### src/rtl/i2c_pkg.sv
// Shared I2C definitions: protocol phase encoding, ACK levels, field widths
// and a wrapping register-address increment.
package i2c_pkg;

    localparam int REG_ADDR_W = 8;
    localparam int CHIP_ID_W  = 7;

    localparam logic ACK  = 1'b0;
    localparam logic NACK = 1'b1;

    typedef enum logic [3:0] {
        ST_IDLE      = 4'd0,
        ST_ADDR      = 4'd1,
        ST_ADDR_ACK  = 4'd2,
        ST_REG       = 4'd3,
        ST_REG_ACK   = 4'd4,
        ST_WDATA     = 4'd5,
        ST_WDATA_ACK = 4'd6,
        ST_RDATA     = 4'd7,
        ST_RDATA_ACK = 4'd8,
        ST_WAIT_STOP = 4'd9
    } i2c_state_e;

    // Register address step; wraps 0xFF -> 0x00 by natural overflow.
    function automatic logic [REG_ADDR_W-1:0] reg_addr_next(input logic [REG_ADDR_W-1:0] addr);
        return addr + {{(REG_ADDR_W-1){1'b0}}, 1'b1};
    endfunction

endpackage

### src/rtl/i2c_target_regfile_if.sv
// Register-file side of the I2C target: address, write strobe/data,
// read request and the read word returned by the user register file.
interface i2c_target_regfile_if #(
    parameter int DATA_BYTES = 2
);
    logic [7:0]              reg_addr;
    logic                    wr_en;
    logic [8*DATA_BYTES-1:0] wr_data;
    logic                    rd_en;
    logic [8*DATA_BYTES-1:0] rd_data;

    modport master (output reg_addr, output wr_en, output wr_data, output rd_en, input rd_data);
    modport slave  (input reg_addr, input wr_en, input wr_data, input rd_en, output rd_data);
endinterface

### src/rtl/i2c_bus_sync.sv
// Synchronizes SDA/SCL into the clk domain and produces registered
// one-clock strobes for SCL edges and START/STOP conditions, plus the
// SDA level seen at the same instant as those strobes.
module i2c_bus_sync #(
    parameter int SYNC_STAGES = 2
) (
    input  logic clk,
    input  logic reset,
    input  logic sda_in,
    input  logic scl_in,
    output logic sda_bit,
    output logic scl_rise,
    output logic scl_fall,
    output logic start_det,
    output logic stop_det
);
    logic [SYNC_STAGES-1:0] sda_sync_q, sda_sync_d;
    logic [SYNC_STAGES-1:0] scl_sync_q, scl_sync_d;
    logic sda_prev_q, scl_prev_q;
    logic sda_s, scl_s;
    logic sda_bit_q, sda_bit_d;
    logic scl_rise_q, scl_rise_d;
    logic scl_fall_q, scl_fall_d;
    logic start_q, start_d;
    logic stop_q, stop_d;

    assign sda_s = sda_sync_q[SYNC_STAGES-1];
    assign scl_s = scl_sync_q[SYNC_STAGES-1];

    // Shift chains and edge/condition decode from the settled line levels.
    always_comb begin
        sda_sync_d = {sda_sync_q[SYNC_STAGES-2:0], sda_in};
        scl_sync_d = {scl_sync_q[SYNC_STAGES-2:0], scl_in};
        sda_bit_d  = sda_s;
        scl_rise_d = scl_s & ~scl_prev_q;
        scl_fall_d = ~scl_s & scl_prev_q;
        start_d    = scl_s & scl_prev_q & ~sda_s & sda_prev_q;
        stop_d     = scl_s & scl_prev_q & sda_s & ~sda_prev_q;
    end

    // Synchronizer flops; lines reset to the idle-high bus level.
    always_ff @(posedge clk or negedge reset) begin
        if (!reset) begin
            sda_sync_q <= {SYNC_STAGES{1'b1}};
            scl_sync_q <= {SYNC_STAGES{1'b1}};
            sda_prev_q <= 1'b1;
            scl_prev_q <= 1'b1;
            sda_bit_q  <= 1'b1;
            scl_rise_q <= 1'b0;
            scl_fall_q <= 1'b0;
            start_q    <= 1'b0;
            stop_q     <= 1'b0;
        end else begin
            sda_sync_q <= sda_sync_d;
            scl_sync_q <= scl_sync_d;
            sda_prev_q <= sda_s;
            scl_prev_q <= scl_s;
            sda_bit_q  <= sda_bit_d;
            scl_rise_q <= scl_rise_d;
            scl_fall_q <= scl_fall_d;
            start_q    <= start_d;
            stop_q     <= stop_d;
        end
    end

    assign sda_bit   = sda_bit_q;
    assign scl_rise  = scl_rise_q;
    assign scl_fall  = scl_fall_q;
    assign start_det = start_q;
    assign stop_det  = stop_q;

endmodule

### src/rtl/i2c_target_regfile.sv
// I2C target serving a 256-entry register space: chip-ID match, one
// register-address byte, then auto-incrementing word writes or reads.
module i2c_target_regfile
    import i2c_pkg::*;
#(
    parameter int DATA_BYTES  = 2,
    parameter int SYNC_STAGES = 2
) (
    input  logic                 clk,
    input  logic                 reset,
    input  logic                 enable,
    input  logic [CHIP_ID_W-1:0] chip_id,
    input  logic                 sda_in,
    input  logic                 scl_in,
    output logic                 sda_out,
    output logic                 sda_oen,
    output logic                 scl_out,
    output logic                 scl_oen,
    output logic                 busy,
    output logic                 done,
    i2c_target_regfile_if.master rf
);
    localparam int WORD_W     = 8 * DATA_BYTES;
    localparam int BYTE_CNT_W = (DATA_BYTES > 1) ? $clog2(DATA_BYTES) : 1;
    localparam logic [BYTE_CNT_W-1:0] LAST_BYTE = BYTE_CNT_W'(DATA_BYTES - 1);

    logic sda_bit, scl_rise, scl_fall, start_det, stop_det;

    i2c_bus_sync #(.SYNC_STAGES(SYNC_STAGES)) u_sync (
        .clk(clk), .reset(reset), .sda_in(sda_in), .scl_in(scl_in),
        .sda_bit(sda_bit), .scl_rise(scl_rise), .scl_fall(scl_fall),
        .start_det(start_det), .stop_det(stop_det)
    );

    i2c_state_e              state_q, state_d;
    logic [3:0]              bit_cnt_q, bit_cnt_d;
    logic [BYTE_CNT_W-1:0]   byte_cnt_q, byte_cnt_d;
    logic [WORD_W-1:0]       shift_q, shift_d;
    logic [REG_ADDR_W-1:0]   reg_addr_q, reg_addr_d;
    logic [WORD_W-1:0]       wr_data_q, wr_data_d;
    logic                    wr_en_q, wr_en_d;
    logic                    rd_en_q, rd_en_d;
    logic                    busy_q, busy_d;
    logic                    done_q, done_d;
    logic                    sda_oen_q, sda_oen_d;
    logic                    rw_q, rw_d;
    logic                    byte_end;
    logic                    id_match;

    // The SCL fall closing the 8th bit hands the bus to the ACK slot.
    assign byte_end = scl_fall && (bit_cnt_q == 4'd8);
    assign id_match = (shift_q[7:1] == chip_id);

    // State register.
    always_ff @(posedge clk or negedge reset) begin
        if (!reset) begin
            state_q <= ST_IDLE;
        end else begin
            state_q <= state_d;
        end
    end

    // Next-state logic: enable and STOP/START override the protocol phase.
    always_comb begin
        state_d = state_q;
        if (!enable) begin
            state_d = ST_IDLE;
        end else if (stop_det) begin
            state_d = ST_IDLE;
        end else if (start_det) begin
            state_d = ST_ADDR;
        end else begin
            case (state_q)
                ST_ADDR:      state_d = byte_end ? (id_match ? ST_ADDR_ACK : ST_WAIT_STOP) : state_q;
                ST_ADDR_ACK:  state_d = scl_fall ? (rw_q ? ST_RDATA : ST_REG) : state_q;
                ST_REG:       state_d = byte_end ? ST_REG_ACK : state_q;
                ST_REG_ACK:   state_d = scl_fall ? ST_WDATA : state_q;
                ST_WDATA:     state_d = byte_end ? ST_WDATA_ACK : state_q;
                ST_WDATA_ACK: state_d = scl_fall ? ST_WDATA : state_q;
                ST_RDATA:     state_d = byte_end ? ST_RDATA_ACK : state_q;
                ST_RDATA_ACK: begin
                    if (scl_rise && (sda_bit == NACK)) begin
                        state_d = ST_WAIT_STOP;
                    end else if (scl_fall) begin
                        state_d = ST_RDATA;
                    end else begin
                        state_d = state_q;
                    end
                end
                ST_IDLE, ST_WAIT_STOP: state_d = state_q;
                default:      state_d = ST_IDLE;
            endcase
        end
    end

    // Output/datapath logic: shifting, ACK drive, strobes and address counter.
    always_comb begin
        bit_cnt_d  = bit_cnt_q;
        byte_cnt_d = byte_cnt_q;
        shift_d    = shift_q;
        reg_addr_d = reg_addr_q;
        wr_data_d  = wr_data_q;
        wr_en_d    = 1'b0;
        rd_en_d    = 1'b0;
        busy_d     = busy_q;
        done_d     = 1'b0;
        sda_oen_d  = sda_oen_q;
        rw_d       = rw_q;
        if (!enable) begin
            bit_cnt_d  = 4'd0;
            byte_cnt_d = '0;
            shift_d    = '0;
            reg_addr_d = '0;
            wr_data_d  = '0;
            busy_d     = 1'b0;
            sda_oen_d  = 1'b1;
            rw_d       = 1'b0;
        end else if (stop_det) begin
            done_d     = busy_q;
            busy_d     = 1'b0;
            sda_oen_d  = 1'b1;
            bit_cnt_d  = 4'd0;
            byte_cnt_d = '0;
        end else if (start_det) begin
            sda_oen_d  = 1'b1;
            bit_cnt_d  = 4'd0;
            byte_cnt_d = '0;
        end else begin
            if (wr_en_q) begin
                reg_addr_d = reg_addr_next(reg_addr_q);
            end else begin
                reg_addr_d = reg_addr_q;
            end
            case (state_q)
                ST_ADDR, ST_REG, ST_WDATA: begin
                    if (scl_rise && (bit_cnt_q < 4'd8)) begin
                        shift_d   = {shift_q[WORD_W-2:0], sda_bit};
                        bit_cnt_d = bit_cnt_q + 4'd1;
                    end else if (byte_end) begin
                        bit_cnt_d = 4'd0;
                        if (state_q == ST_ADDR) begin
                            rw_d = shift_q[0];
                            if (id_match) begin
                                sda_oen_d = ACK;
                                busy_d    = 1'b1;
                                rd_en_d   = shift_q[0];
                            end else begin
                                sda_oen_d = 1'b1;
                            end
                        end else begin
                            sda_oen_d = ACK;
                            if (state_q == ST_REG) begin
                                reg_addr_d = shift_q[REG_ADDR_W-1:0];
                            end else begin
                                reg_addr_d = reg_addr_q;
                            end
                        end
                    end else begin
                        bit_cnt_d = bit_cnt_q;
                    end
                end
                ST_ADDR_ACK, ST_REG_ACK: begin
                    if (scl_fall) begin
                        bit_cnt_d  = 4'd0;
                        byte_cnt_d = '0;
                        sda_oen_d  = (state_q == ST_ADDR_ACK && rw_q) ? shift_q[WORD_W-1] : 1'b1;
                    end else begin
                        sda_oen_d  = sda_oen_q;
                    end
                end
                ST_WDATA_ACK: begin
                    if (scl_rise) begin
                        if (byte_cnt_q == LAST_BYTE) begin
                            wr_en_d    = 1'b1;
                            wr_data_d  = shift_q;
                            byte_cnt_d = '0;
                        end else begin
                            byte_cnt_d = byte_cnt_q + BYTE_CNT_W'(1);
                        end
                    end else if (scl_fall) begin
                        bit_cnt_d = 4'd0;
                        sda_oen_d = 1'b1;
                    end else begin
                        sda_oen_d = sda_oen_q;
                    end
                end
                ST_RDATA: begin
                    if (scl_rise && (bit_cnt_q < 4'd8)) begin
                        bit_cnt_d = bit_cnt_q + 4'd1;
                    end else if (scl_fall && (bit_cnt_q != 4'd0)) begin
                        // Shifting on the 8th fall too leaves the next byte's MSB on top.
                        shift_d = {shift_q[WORD_W-2:0], 1'b0};
                        if (byte_end) begin
                            sda_oen_d = 1'b1;
                            bit_cnt_d = 4'd0;
                        end else begin
                            sda_oen_d = shift_q[WORD_W-2];
                        end
                    end else begin
                        bit_cnt_d = bit_cnt_q;
                    end
                end
                ST_RDATA_ACK: begin
                    if (scl_rise && (sda_bit == ACK)) begin
                        if (byte_cnt_q == LAST_BYTE) begin
                            reg_addr_d = reg_addr_next(reg_addr_q);
                            rd_en_d    = 1'b1;
                            byte_cnt_d = '0;
                        end else begin
                            byte_cnt_d = byte_cnt_q + BYTE_CNT_W'(1);
                        end
                    end else if (scl_fall) begin
                        bit_cnt_d = 4'd0;
                        sda_oen_d = shift_q[WORD_W-1];
                    end else begin
                        sda_oen_d = sda_oen_q;
                    end
                end
                default: begin
                    sda_oen_d = 1'b1;
                end
            endcase
            // Read word arrives exactly one clk after the request.
            if (rd_en_q) begin
                shift_d = rf.rd_data;
            end else begin
                shift_d = shift_d;
            end
        end
    end

    // Datapath and output registers.
    always_ff @(posedge clk or negedge reset) begin
        if (!reset) begin
            bit_cnt_q  <= 4'd0;
            byte_cnt_q <= '0;
            shift_q    <= '0;
            reg_addr_q <= '0;
            wr_data_q  <= '0;
            wr_en_q    <= 1'b0;
            rd_en_q    <= 1'b0;
            busy_q     <= 1'b0;
            done_q     <= 1'b0;
            sda_oen_q  <= 1'b1;
            rw_q       <= 1'b0;
        end else begin
            bit_cnt_q  <= bit_cnt_d;
            byte_cnt_q <= byte_cnt_d;
            shift_q    <= shift_d;
            reg_addr_q <= reg_addr_d;
            wr_data_q  <= wr_data_d;
            wr_en_q    <= wr_en_d;
            rd_en_q    <= rd_en_d;
            busy_q     <= busy_d;
            done_q     <= done_d;
            sda_oen_q  <= sda_oen_d;
            rw_q       <= rw_d;
        end
    end

    assign sda_out     = 1'b0;
    assign scl_out     = 1'b0;
    assign scl_oen     = 1'b1;
    assign sda_oen     = sda_oen_q;
    assign busy        = busy_q;
    assign done        = done_q;
    assign rf.reg_addr = reg_addr_q;
    assign rf.wr_en    = wr_en_q;
    assign rf.wr_data  = wr_data_q;
    assign rf.rd_en    = rd_en_q;

endmodule

### src/flat_wrapper.sv
// flat-port wrapper written by rule: the top's interface ports become plain ports
module i2c_target_regfile_flat import i2c_pkg::*;
#(
    parameter int DATA_BYTES  = 2,
    parameter int SYNC_STAGES = 2
)
  (clk, reset, enable, chip_id, sda_in, scl_in, sda_out, sda_oen, scl_out, scl_oen, busy, done, rf_reg_addr, rf_wr_en, rf_wr_data, rf_rd_en, rf_rd_data);
  i2c_target_regfile_if #(.DATA_BYTES(DATA_BYTES)) rf_i ();
  input  logic clk;
  input  logic reset;
  input  logic enable;
  input  logic [CHIP_ID_W-1:0] chip_id;
  input  logic sda_in;
  input  logic scl_in;
  output logic sda_out;
  output logic sda_oen;
  output logic scl_out;
  output logic scl_oen;
  output logic busy;
  output logic done;
  output wire logic [$bits(rf_i.reg_addr)-1:0] rf_reg_addr;
  output wire logic [$bits(rf_i.wr_en)-1:0] rf_wr_en;
  output wire logic [$bits(rf_i.wr_data)-1:0] rf_wr_data;
  output wire logic [$bits(rf_i.rd_en)-1:0] rf_rd_en;
  input wire logic [$bits(rf_i.rd_data)-1:0] rf_rd_data;
  assign rf_reg_addr = rf_i.reg_addr;
  assign rf_wr_en = rf_i.wr_en;
  assign rf_wr_data = rf_i.wr_data;
  assign rf_rd_en = rf_i.rd_en;
  assign rf_i.rd_data = rf_rd_data;
  i2c_target_regfile #(.DATA_BYTES(DATA_BYTES), .SYNC_STAGES(SYNC_STAGES)) u_core (.clk(clk), .reset(reset), .enable(enable), .chip_id(chip_id), .sda_in(sda_in), .scl_in(scl_in), .sda_out(sda_out), .sda_oen(sda_oen), .scl_out(scl_out), .scl_oen(scl_oen), .busy(busy), .done(done), .rf(rf_i));
endmodule
### config.mk
export PLATFORM = sky130hd
export DESIGN_NAME = i2c_target_regfile_flat
export DESIGN_NICKNAME = d
export VERILOG_FILES = /design/src/rtl/i2c_pkg.sv /design/src/rtl/i2c_target_regfile_if.sv /design/src/rtl/i2c_bus_sync.sv /design/src/rtl/i2c_target_regfile.sv /design/src/flat_wrapper.sv
export SDC_FILE = /design/constraint.sdc
export NUM_CORES = 1
export LEC_CHECK = 0
export CAP_MARGIN = 20
export CORE_ASPECT_RATIO = 0.7
export CORE_MARGIN = 3
export CORE_UTILIZATION = 58
export CTS_BUF_LIST = sky130_fd_sc_hd__clkbuf_16
export DETAILED_ROUTE_END_ITERATION = 6
export GPL_TIMING_DRIVEN = 0
export MAX_ROUTING_LAYER = met4
export PLACE_DENSITY = 0.87
export REMOVE_ABC_BUFFERS = 1
export SLEW_MARGIN = 20
export SYNTH_ARGS = -nofsm -noshare
export SYNTH_HDL_FRONTEND = slang
export SYNTH_SLANG_ARGS = --single-unit
### constraint.sdc
create_clock -name clk -period 5.85 [get_ports clk]
set_input_delay 1.17 -clock clk [delete_from_list [all_inputs] [get_ports clk]]
set_output_delay 1.17 -clock clk [all_outputs]
set_load 0.005 [all_outputs]
==> run metrics <==
Worst Path Buf+Inv=1; setup TNS=0 ns; Crit. Startpoint=enable; worst skew pair latency=approximately 0.33 ns; crit path DAT=3.35 ns; synth-to-layout area growth=23.1%; pins over their slew limit=0; Via density=6.53; Leak=2.01 nW; final RePlAce weighted congestion=approximately 0.9; drt total wl=a little under 10000 µm; area of the die=0.00733 mm²; DRT iter0 DRCs=318; # clock sinks=65; IO buf count=56; hpwl dp=6460 µm; Die X=101 µm; startpoint types=primary input; Final Critical Period=3.11 ns; register bit count reported by yosys=65; VDD IR-drop max=0.146 mV; crit-path max FO=9; DIE HEIGHT=about 73 µm; row cnt=23; antenna violations before repair=0; RSZ-0062 raised after global routing=false; EDFF count, synth=0; post-cts sizing count=0; largest net degree at the start of global routing=55; drt drc=0; Synth async-reset ratio=1.00; result of the run=complete, no violations; GRT overflow=0; Core ar.=0.00593 mm²; critical-path cell list=clkdlybuf4s50_1 -> nor3b_2 -> o31ai_2 -> nor4_1 -> or2_1 -> o2bb2ai_1; mean routed wirelength per cell=between 15 and 20 µm; r2r setup slk=between 3 and 4 ns; Bufs on Longest Clock Path=2; remaining antenna violation count after routing=0; Final period util=0.532; first-pass GRT wire length=16000 µm; FF-to-FF Start=u_core.state_q[0]$_DFFE_PN0P_; Setup crit end kind=flip-flop; Final Hold Fails=0; Cell Pwr Density=233 mW/mm²; Max-slew headroom=0.309; Mapped Cells=roughly 380; fmax=around 320 MHz; Worst Skew=0.00757 ns; Worst Setup EP=u_core.rf.reg_addr[0]$_DFFE_PN0P_; CTS Buf Count=9; synth warn=0; Initial Utilization=0.618; crit path max-delay cell type=clkdlybuf4s50_1; Clock transition at path regs=about 0.06 ns; largest delay contributor family on the critical path=simple AND/OR/NAND/NOR gates; predominant post-synthesis flop cell=dfrtp_1; most common cell after layout, fill and taps aside=nor2_1; worst setup margin=2.74 ns; cell area after synthesis=0.00367 mm²; Worst path max stage delay=0.66 ns; Max H-tree Level=3; Netlist cell types=67; Vias=approximately 3300; Worst Reg-to-Reg Cells=5; Final setup viols=0; TritonCTS clock tree=built; Min-Delay Path Class=reg -> reg; DR pass1 iterations=7; Pwr Total=1.05 mW; Seq/Total Area, Yosys=0.446; Antenna diodes=0; Avg Synthesized Cell Area=roughly 9.6 µm²; capturing point of the worst reg2reg path=u_core.rf.reg_addr[0]$_DFFE_PN0P_; Ports=60; # Max-Cap Violations=0; Root Buffer=clkbuf_16; cts-stage hold buffer count=0; Worst-Margin Slew=1.04 ns; dpl ws=2.50 ns; vias in the first global route=3090; FILL cells=~420; Total GRT Usage=0.291; most frequent cells in the layout=nor2_1, dfrtp_1, clkdlybuf4s50_1, nand2_1, mux2i_1; postcts setup bufs=0; share of layout cells above drive strength 1=0.118; Critical Path RT=6.09 ns; layout net count=458; Levels on crit path=6; crit path kind=in -> reg
## sequential cells by signal, indices dropped and copies added (netlist names), 2 cells and up
name	cells
u_core.rf.wr_data	16
u_core.shift_q	16
u_core.rf.reg_addr	8
u_core.bit_cnt_q	4
u_core.state_q	4
u_core.u_sync.scl_sync_q	2
u_core.u_sync.sda_sync_q	2
## cells by family (layout without fill, tap and decap cells)
family	Yosys count	in the layout	synth area share
buf+inv	31	80	0.0413
fa+ha+maj	3	3	0.0102
xor+xnor	12	12	0.0287
simple gates	152	152	0.209
mux	21	21	0.0580
flops	65	65	0.446
other cells	2	3	0.00205
compound gates	96	96	0.204
## layout make-up
cell class / count / area, µm² / share of cell area
flip-flops and latches: 65 / 1640 / 0.362
well taps: 75 / 93.8 / 0.0208
clock buffers: 9 / 225 / 0.0499
clock inverters: 7 / 62.6 / 0.0139
inverters: 7 / 26.3 / 0.00582
repair buffers: 57 / 586 / 0.130
multi-input cells: 287 / 1880 / 0.417
## worst min-delay path by stage
stage	start	to	slack [ns]	cells past startpoint
after floorplan	u_core.u_sync.scl_sync_q[0]$_DFF_PN1_	u_core.u_sync.scl_sync_q[1]$_DFF_PN1_	0.35	0
after global placement	u_core.u_sync.scl_sync_q[0]$_DFF_PN1_	u_core.u_sync.scl_sync_q[1]$_DFF_PN1_	0.35	0
after detailed placement	u_core.u_sync.scl_sync_q[0]$_DFF_PN1_	u_core.u_sync.scl_sync_q[1]$_DFF_PN1_	0.35	0
after CTS	u_core.u_sync.scl_sync_q[0]$_DFF_PN1_	u_core.u_sync.scl_sync_q[1]$_DFF_PN1_	0.36	0
after global routing	u_core.u_sync.scl_sync_q[0]$_DFF_PN1_	u_core.u_sync.scl_sync_q[1]$_DFF_PN1_	0.36	0
final	u_core.u_sync.scl_sync_q[0]$_DFF_PN1_	u_core.u_sync.scl_sync_q[1]$_DFF_PN1_	0.36	0
## stage by stage
step | util | area, µm² | std cells | hold WS, ns
finish | 0.761 | 4510 | 507 | 0.358
global route | 0.761 | 4510 | 507 | 0.365
CTS | 0.761 | 4510 | 507 | 0.359
detailed placement | 0.713 | 4220 | 491 | 0.351
global placement | 0.708 | 4200 | 490 | 0.346
floorplan | - | 3540 | 359 | 0.345
## worst register-to-register path, stage by stage, from the launching register on
cell	delay (ns)
dfrtp_1	0.68
nand2b_1	0.41
nor4_2	0.77
nor4_1	0.08
or2_1	0.29
o2bb2ai_1	0.16
## cell usage after synthesis (7+ instances only)
library cell  instances  area (µm²)
clkbuf_1             12        45.0
nor2b_1               9        56.3
dfstp_2               7         184
nand2_1              23        86.3
dfrtp_1              58        1450
nor2_1               65         244
o21ai_0              14        70.1
nor3_1               10        50.1
buf_2                 7        35.0
xor2_1                7        61.3
mux2i_1              19         190
a21oi_1              15        75.1
o221a_2              16         180
## per-layer routing
metal,part of all wire,track usage,vias up
li1,-,-,1487
met1,0.45,0.417,1613
met2,0.44,0.409,191
met3,0.086,0.0634,22
met4,0.018,0.100,0
met5,0,-,-
## report_power, final
group | internal (mW) | leakage, nW | total [mW] | switching [mW]
sequential | 0.457 | 0.881 | 0.464 | 0.00787
combinational | 0.0296 | 0.984 | 0.0655 | 0.0359
clock | 0.325 | 0.140 | 0.522 | 0.197
Note: power is estimated with default switching activity, not from simulation.
